<file path="src/rtl/seg7_pkg.sv">
// seg7_pkg: converter state type, active-high {g..a} digit patterns and the
// nibble decoder shared by the seven-segment display slice.
package seg7_pkg;

    typedef enum logic {IDLE, SHIFT} conv_state_e;

    localparam logic [6:0] SEG_0    = 7'b0111111;
    localparam logic [6:0] SEG_1    = 7'b0000110;
    localparam logic [6:0] SEG_2    = 7'b1011011;
    localparam logic [6:0] SEG_3    = 7'b1001111;
    localparam logic [6:0] SEG_4    = 7'b1100110;
    localparam logic [6:0] SEG_5    = 7'b1101101;
    localparam logic [6:0] SEG_6    = 7'b1111101;
    localparam logic [6:0] SEG_7    = 7'b0000111;
    localparam logic [6:0] SEG_8    = 7'b1111111;
    localparam logic [6:0] SEG_9    = 7'b1101111;
    localparam logic [6:0] SEG_DASH = 7'b1000000;

    function automatic logic [6:0] seg7_decode(input logic [3:0] nib);
        case (nib)
            4'd0:    return SEG_0;
            4'd1:    return SEG_1;
            4'd2:    return SEG_2;
            4'd3:    return SEG_3;
            4'd4:    return SEG_4;
            4'd5:    return SEG_5;
            4'd6:    return SEG_6;
            4'd7:    return SEG_7;
            4'd8:    return SEG_8;
            4'd9:    return SEG_9;
            default: return SEG_DASH;
        endcase
    endfunction

    // Elaboration-time helper for the digit-count sanity check.
    function automatic longint unsigned pow10(input int n);
        longint unsigned p;
        p = 1;
        for (int i = 0; i < n; i++) p = p * 10;
        return p;
    endfunction

endpackage

</file>
<file path="src/rtl/seg7_bin2bcd.sv">
// seg7_bin2bcd: iterative double-dabble binary-to-BCD converter with a
// load/ready handshake; the result register updates only when a conversion completes.
module seg7_bin2bcd
    import seg7_pkg::*;
#(
    parameter int DATA_W = 8,
    parameter int DIGITS = 3
) (
    input  logic                  clk,
    input  logic                  rst,
    input  logic                  load,
    input  logic [DATA_W-1:0]     data,
    output logic                  ready,
    output logic                  done,
    output logic [4*DIGITS-1:0]   bcd
);

    localparam int CNT_W = $clog2(DATA_W + 1);
    localparam int BCD_W = 4 * DIGITS;

    conv_state_e       state_q, state_d;
    logic [DATA_W-1:0] shreg_q, shreg_d;
    logic [BCD_W-1:0]  acc_q, acc_d, acc_adj, bcd_q, bcd_d;
    logic [CNT_W-1:0]  cnt_q, cnt_d;
    logic              done_q, done_d;
    logic              last;

    always_ff @(posedge clk) begin
        if (rst) begin
            state_q <= IDLE;
            shreg_q <= '0;
            acc_q   <= '0;
            cnt_q   <= '0;
            bcd_q   <= '0;
            done_q  <= 1'b0;
        end else begin
            state_q <= state_d;
            shreg_q <= shreg_d;
            acc_q   <= acc_d;
            cnt_q   <= cnt_d;
            bcd_q   <= bcd_d;
            done_q  <= done_d;
        end
    end

    assign last = cnt_q == CNT_W'(1);

    always_comb begin
        state_d = state_q == IDLE ? (load ? SHIFT : IDLE) : (last ? IDLE : SHIFT);
    end

    always_comb begin
        acc_adj = acc_q;
        for (int k = 0; k < DIGITS; k++)
            acc_adj[4*k +: 4] = acc_q[4*k +: 4] >= 4'd5 ? acc_q[4*k +: 4] + 4'd3 : acc_q[4*k +: 4];
        shreg_d = shreg_q;
        acc_d   = acc_q;
        cnt_d   = cnt_q;
        bcd_d   = bcd_q;
        done_d  = 1'b0;
        if (state_q == IDLE && load) begin
            shreg_d = data;
            acc_d   = '0;
            cnt_d   = CNT_W'(DATA_W);
        end else if (state_q == SHIFT) begin
            {acc_d, shreg_d} = {acc_adj, shreg_q} << 1;
            cnt_d  = cnt_q - CNT_W'(1);
            done_d = last;
            bcd_d  = last ? acc_d : bcd_q;
        end
    end

    assign ready = state_q == IDLE;
    assign done  = done_q;
    assign bcd   = bcd_q;

endmodule

</file>
<file path="src/rtl/seg7_scan_display.sv">
// seg7_scan_display: BCD conversion plus time-multiplexed seven-segment scan.
// Define SEG7_BLANK_EN to blank leading-zero digits (digit 0 is always shown).
module seg7_scan_display
    import seg7_pkg::*;
#(
    parameter int DATA_W      = 8,
    parameter int DIGITS      = 3,
    parameter int REFRESH_DIV = 50000,
    parameter bit ACTIVE_LOW  = 1'b1
) (
    input  logic                  clk,
    input  logic                  rst,
    input  logic                  load,
    input  logic [DATA_W-1:0]     data,
    output logic                  ready,
    output logic                  done,
    output logic [6:0]            seg,
    output logic [DIGITS-1:0]     an,
    output logic [4*DIGITS-1:0]   bcd
);

    localparam int PRE_W = $clog2(REFRESH_DIV);
    localparam int IDX_W = DIGITS > 1 ? $clog2(DIGITS) : 1;
    localparam logic [6:0]        SEG_RST = ACTIVE_LOW ? ~SEG_0 : SEG_0;
    localparam logic [DIGITS-1:0] AN_ONE  = DIGITS'(1);
    localparam logic [DIGITS-1:0] AN_RST  = ACTIVE_LOW ? ~AN_ONE : AN_ONE;

    if (DATA_W < 4 || DIGITS < 1 || REFRESH_DIV < 2 ||
        pow10(DIGITS) <= (64'd1 << DATA_W) - 64'd1) begin : g_bad_params
        $error("seg7_scan_display: invalid DATA_W/DIGITS/REFRESH_DIV combination");
    end

    seg7_bin2bcd #(
        .DATA_W (DATA_W),
        .DIGITS (DIGITS)
    ) u_bin2bcd (
        .clk   (clk),
        .rst   (rst),
        .load  (load),
        .data  (data),
        .ready (ready),
        .done  (done),
        .bcd   (bcd)
    );

    logic [PRE_W-1:0]  pre_q, pre_d;
    logic [IDX_W-1:0]  idx_q, idx_d;
    logic [6:0]        seg_q, seg_d, seg_hi;
    logic [DIGITS-1:0] an_q, an_d, an_hi;
    logic [3:0]        nib;
    logic              tc;
    logic              blank;

    always_ff @(posedge clk) begin
        if (rst) begin
            pre_q <= '0;
            idx_q <= '0;
            seg_q <= SEG_RST;
            an_q  <= AN_RST;
        end else begin
            pre_q <= pre_d;
            idx_q <= idx_d;
            seg_q <= seg_d;
            an_q  <= an_d;
        end
    end

    assign tc  = pre_q == PRE_W'(REFRESH_DIV - 1);
    assign nib = 4'(bcd >> {idx_q, 2'b00});

`ifdef SEG7_BLANK_EN
    logic [DIGITS-1:0] blank_vec;

    // Walk from the most significant digit down; a digit stays blank until a
    // nonzero nibble has been seen at or above it.
    always_comb begin
        logic seen;
        seen      = 1'b0;
        blank_vec = '0;
        for (int k = DIGITS - 1; k >= 0; k--) begin
            seen         = seen | (bcd[4*k +: 4] != 4'd0);
            blank_vec[k] = !seen && k != 0;
        end
    end

    assign blank = blank_vec[idx_q];
`else
    assign blank = 1'b0;
`endif

    always_comb begin
        pre_d  = tc ? '0 : pre_q + PRE_W'(1);
        idx_d  = !tc ? idx_q : (idx_q == IDX_W'(DIGITS - 1) ? '0 : idx_q + IDX_W'(1));
        seg_hi = blank ? '0 : seg7_decode(nib);
        an_hi  = blank ? '0 : AN_ONE << idx_q;
        seg_d  = ACTIVE_LOW ? ~seg_hi : seg_hi;
        an_d   = ACTIVE_LOW ? ~an_hi : an_hi;
    end

    assign seg = seg_q;
    assign an  = an_q;

endmodule

</file>
<file path="config.mk">
export PLATFORM = sky130hd
export DESIGN_NAME = seg7_scan_display
export DESIGN_NICKNAME = d
export VERILOG_FILES = /design/src/rtl/seg7_pkg.sv /design/src/rtl/seg7_bin2bcd.sv /design/src/rtl/seg7_scan_display.sv
export SDC_FILE = /design/constraint.sdc
export NUM_CORES = 1
export LEC_CHECK = 0
export BUFFER_PORTS_ARGS = -buffer_cell sky130_fd_sc_hd__buf_2
export CAP_MARGIN = 20
export CORE_MARGIN = 8
export CORE_UTILIZATION = 45
export CTS_CLUSTER_DIAMETER = 200
export DETAILED_ROUTE_END_ITERATION = 10
export PLACE_DENSITY = 0.69
export SLEW_MARGIN = 20
export SYNTH_ARGS = -nofsm -noshare
export SYNTH_HDL_FRONTEND = slang
export SYNTH_SLANG_ARGS = --single-unit
</file>
<file path="constraint.sdc">
create_clock -name clk -period 3.2 [get_ports clk]
set_input_delay 0.32 -clock clk [delete_from_list [all_inputs] [get_ports clk]]
set_output_delay 0.32 -clock clk [all_outputs]
set_load 0.005 [all_outputs]
</file>
After elaboration in Yosys (flattened, before gate mapping)
Memory sizes are Yosys's and may differ from the RTL's.
Index checks and enable logic that the tools add are counted.
Cells by class
  add/sub/neg operators: 6
  $lt $le $gt $ge: 3
  equality and inequality tests: 3
  shifts and indexed selects: 2
  mux-type cells: 11
  bitwise operators: 4
  reduce and logical (&&, ||, !) cells: 6
Operators by type and width (number)
  $add A16 B1 Y16 const B: 1
  $eq A16 B16 Y1 const B: 1
  $mux W4: 4
  $mux W8: 2
  $ge A4 B3 Y1 const B: 3
  $shr A12 B4 Y4: 1
  $add A4 B2 Y4 const B: 2
  $not A7 Y7: 1
  $eq A4 B1 Y1 const B: 1
  $reduce_or A2 Y1: 2
  $sub A4 B1 Y4 const B: 1
  $add A3 B2 Y3 const B: 1
  $mux W1: 3
  $mux W3: 1
  $not A3 Y3: 1
  $reduce_and A3 Y1: 1
  $reduce_or A3 Y1: 1
  $shl A1 B2 Y3 const A: 1
  $add A2 B1 Y2 const B: 1
  $eq A2 B2 Y1 const B: 1
  $mux W2: 1
  $not A1 Y1: 2
  $reduce_bool A2 Y1: 1
  $logic_and A1 B1 Y1: 1
Storage, ports and cells
  bits in registers: 66
  bits in read-only memories: 112
  input bits: 11
  output and inout port bits: 24
  logic and storage cells: 47
  memories: 1
Memory list
  (name not given): depth 16, bits a word 7, rd ports 1, clocked after Yosys merged registers in 0, write ports 0, line seg7_pkg.sv:20  | case (nib)

Logic depth before layout (Yosys ltp)
  depth after elaboration: 4
  gate-level depth with buffers: 8
  mapped depth without buffers: 7

Hierarchy
A second synthesis with hierarchy kept.
Unflattened totals
  cells, all modules: 345
  area total of the unflattened synthesis: 3295.7 sq um
Modules (own cells, without submodules)
  seg7_bin2bcd: instances 1, cells each 205, area an instance 1820.5 sq um, sequential area each 760.7 sq um
  seg7_scan_display: instances 1, cells each 140, area an instance 1475.2 sq um, sequential area each 560.5 sq um

Least setup slack after synthesis
No wires, ideal clock.
  path type: reg-to-reg
  start point: reg idx_q[1]
  end point: reg seg_q[3] (netlist: seg[3])
  setup time: 0.070 ns
  arrival: 1.496 ns
  data required time: 3.130 ns
  path slack: 1.634 ns
  cell stages (with the launch flop): 9
  buffers on the path: 1
  clock period less this slack: 1.566 ns
  cells stage by stage: dfxtp_1 -> buf_2 -> nand2_1 -> o22ai_1 -> inv_1 -> ha_1 -> nand2_1 -> o21ai_0 -> a21oi_1
Between the ends
  word-level cells in the longest chain between the ends: 3
RTL lines
  start: declaration: line seg7_scan_display.sv:47  | logic [IDX_W-1:0] idx_q, idx_d;
  start signal: assignment: line seg7_scan_display.sv:62  | idx_q <= idx_d;
  $shr A12 B4 Y4: line seg7_scan_display.sv:69  | assign nib = 4'(bcd >> {idx_q, 2'b00});
  $mem_v2 Z16 W7
  $not A7 Y7: line seg7_scan_display.sv:96  | seg_d = ACTIVE_LOW ? ~seg_hi : seg_hi;
  end signal: assignment: line seg7_scan_display.sv:63  | seg_q <= seg_d;
  end: declaration: line seg7_scan_display.sv:48  | logic [6:0] seg_q, seg_d, seg_hi;
Every way passes these cells.
A chain may end at the register's enable or synchronous reset.

Worst setup path after layout
  start point: reg idx_q[0]
  end point: reg seg_q[3] (netlist: seg[3])
Same word-level chain as after synthesis.

==> impl_results.md <==
- Placed wire-length estimate: 3.995 mm
- Vias in the first global route: between 2k and 2.5k
- Port bufs: 34
- Commonest non-fill, non-tap cells in the layout: 72 x nor2_1, 66 x dfxtp_1, 34 x buf_2
- Max Buffers Root-to-Sink: 2
- Worst-Margin Slew: between 700 and 800 ps
- Final non-filler cell total: between 400 and 500
- Drt pass-1 iters: 4
- Routed WL: 5.610 mm
- Synth unique cells: 38
- Synth Area per Inst: just under 9 sq um
- Power per Cell Area: slightly below 500 nW/um^2
- Synth Register Bits: 66
- Clock latency on the worst-skew pair: 340 ps
- Setup Buffers After CTS: 0
- Placed Cells: approximately 440
- Ant. Diodes: 0
- Core box area: ~6400 sq um
- Synth top area cells: dfxtp_1 44%, mux2i_1 11%, nor2_1 9.0%
- Worst slew margin: around half
- Crit path max fanout: 11
- CP Cell Sequence: mux2i_1, o22ai_1, inv_1, ha_1, nand2_1, o21ai_0, a21oi_1
- Met3 routed WL: between 200 and 250 um
- Worst hold margin: 285.1 ps
- Routed met2 length: about 2.7 mm
- Synth area leader: dfxtp_1
- WL met1: about 2.6 mm
- Clock transition at the registers of the reported paths: approximately 70 ps
- Number of top-level pins: 35
- Starting density of the core: a little under half
- Seq/Total Area, Yosys: between 40% and 50%
- RePlAce Congestion: just under 0.8
- Clock skew: approximately 11 ps
- Crit. End Element: register
- Crit path time final: 1892 ps
- Antenna Nets Post-Route: 0
- Setup CP Type: register to register
- Synth warn: 0
- TritonCTS clock tree: yes
- Initial antenna violation count: 0
- Layout cells sized above 1: around 16%
- Mapped Area: 2988 sq um
- Hold buffer count at CTS: 0
- Largest net degree at the start of global routing: 40
- Worst Path Required: between 3000 and 4000 ps
- Gr ovfl total: 0
- Wire per inst: 12.44 um
- Die width: just under 100 um
- Max incr delay on CP: 570 ps
- Fin crit share: around 60%
- Fin util: between 50% and 60%
- Critical Path Source Type: register
- Drt drc: 0
- Vias/cell: 5.038
- Setup TNS: 0 ps
- Share of Yosys cell area claimed by the top area cell type: 44.22%
- Total track usage: approximately 12%
- CTS resizes: 0
- # fillers: 623
- CTS sink count: 66
- Initial DRC count: 94
- Htree depth: 3
- Status: finished clean
- Max-cap viol count: 0
- Syn nets: 363
- Worst Path Arrival: roughly 2200 ps
- Critical path's slowest cell: dfxtp_1
- Achievable Freq: 528.6 MHz
- Highest Signal Layer: met4
- Hold Crit Class: primary input to register
- Final setup violation count: 0
- Via count: ~2.3k
- Fin. Hold Viols: 0
- Post-route worst setup slack: between 1000 and 1500 ps
- Commonest non-fill, non-tap cell in the layout: nor2_1
- Unrepaired setup endpoints after global routing: false
- Pleak: about 0.0014 uW
- Die footprint: around 9500 sq um
- Gate Count Post-Synth: 338
- Worst slack at placement: 1342 ps
- Vert. Die Dim: between 90 and 100 um
- Number of core rows: 29
- Wire length of the first global-routing pass: about 9.7 mm
- Num CTS Buffers: 9
- Root buf cell: clkbuf_8
- Max VDD drop: 0.3449 mV
- NumNets Final: 394
- Layout area overhead: 13.57%
- Pins Over Slew Limit: 0
==> area by class of cell <==
class / instances / area [sq um] / share of cell area [%]
multi-input cells: 241 / 1540 / 45.39
clock inverters: 7 / 70.07 / 2.065
clock buffers: 9 / 123.9 / 3.650
repair buffers: 36 / 185.2 / 5.457
inverters: 15 / 56.30 / 1.659
well taps: 77 / 96.34 / 2.839
flip-flops and latches: 66 / 1321 / 38.94
==> power by group <==
group	leakage (uW)	total (uW)	internal [uW]	switching (uW)
clock	0.0000990	670	358	313
combinational	0.000732	112	47.5	64.7
sequential	0.000535	858	842	16.1
total	0.00137	1640	1250	393
==> registers in the layout, indices dropped and copies added (netlist names) <==
name and flops:
u_bin2bcd.bcd 12, idx_q 2, an 3, pre_q 16, u_bin2bcd.shreg_q 8, seg 7, u_bin2bcd.acc_q 12, u_bin2bcd.state_q 1
u_bin2bcd.cnt_q 4, u_bin2bcd.done 1
==> worst max-delay path: cells and delay by family, from the launching register on <==
family / cells / cell delay, ps
adders and majority gates: 1 / 320
buffers and inverters: 1 / 150
and+or+nand+nor: 1 / 80
muxes: 1 / 140
AOI/OAI and AO/OA: 3 / 570
DFF: 1 / 570
==> cells in the mapped netlist <==
library cell	n
nor2_1	72
dfxtp_1	66
mux2i_1	32
a21oi_1	23
nand2_1	19
ha_1	14
inv_1	14
xnor2_1	12
o21ai_0	8
xor2_1	8
clkbuf_1	7
nand3_1	7
a211oi_1	6
buf_2	4
nand2b_1	4
nand4_1	4
nor3_1	4
a311oi_1	3
buf_4	3
nor3b_1	3
o22ai_1	3
a21o_1	2
buf_1	2
nand3b_1	2
nor4b_1	2
o21a_1	2
a31oi_1	1
and3_1	1
and3_4	1
inv_2	1
nand4_2	1
nor2_2	1
nor2b_1	1
nor4_1	1
o21bai_1	1
or2_2	1
or3_1	1
or4_4	1
==> metrics by stage <==
step | cell area [sq um] | total power, uW
finish | 3393 | 1640
global route | 3393 | 1712
CTS | 3393 | 1664
detailed placement | 3199 | 990.2
global placement | 3199 | 986.6
floorplan | 2988 | 961.4
==> logic make-up after synthesis <==
kind of cell               after synthesis  share of synthesized area [%]
muxes                                   32                          10.72
AOI/OAI and AO/OA                       49                          9.673
and+or+nand+nor                        126                          19.22
DFF                                     66                          44.22
adders and majority gates               14                          5.863
xor gates and xnor gates                20                          5.863
buffers and inverters                   31                          4.439
==> worst paths after layout <==
check	startpoint	endpoint	slack (ps)	depth (start not counted)
max	idx_q[0]$_SDFFE_PP0N_	seg[3]$_SDFF_PP0_	1310	7
max reg2reg	idx_q[0]$_SDFFE_PP0N_	seg[3]$_SDFF_PP0_	1310	7
min reg2reg	pre_q[0]$_SDFF_PP0_	pre_q[0]$_SDFF_PP0_	460	1
min	data[0]	u_bin2bcd.shreg_q[0]$_SDFFE_PP0P_	290	3
==> metal layers <==
metal | track usage [%] | vias up
li1 | - | 1199
met1 | 13.73 | 1030
met2 | 19.76 | 31
met3 | 4.339 | 12
met4 | 5.478 | 0
met5 | 0 | -
Power figures use the tool's default switching activity.
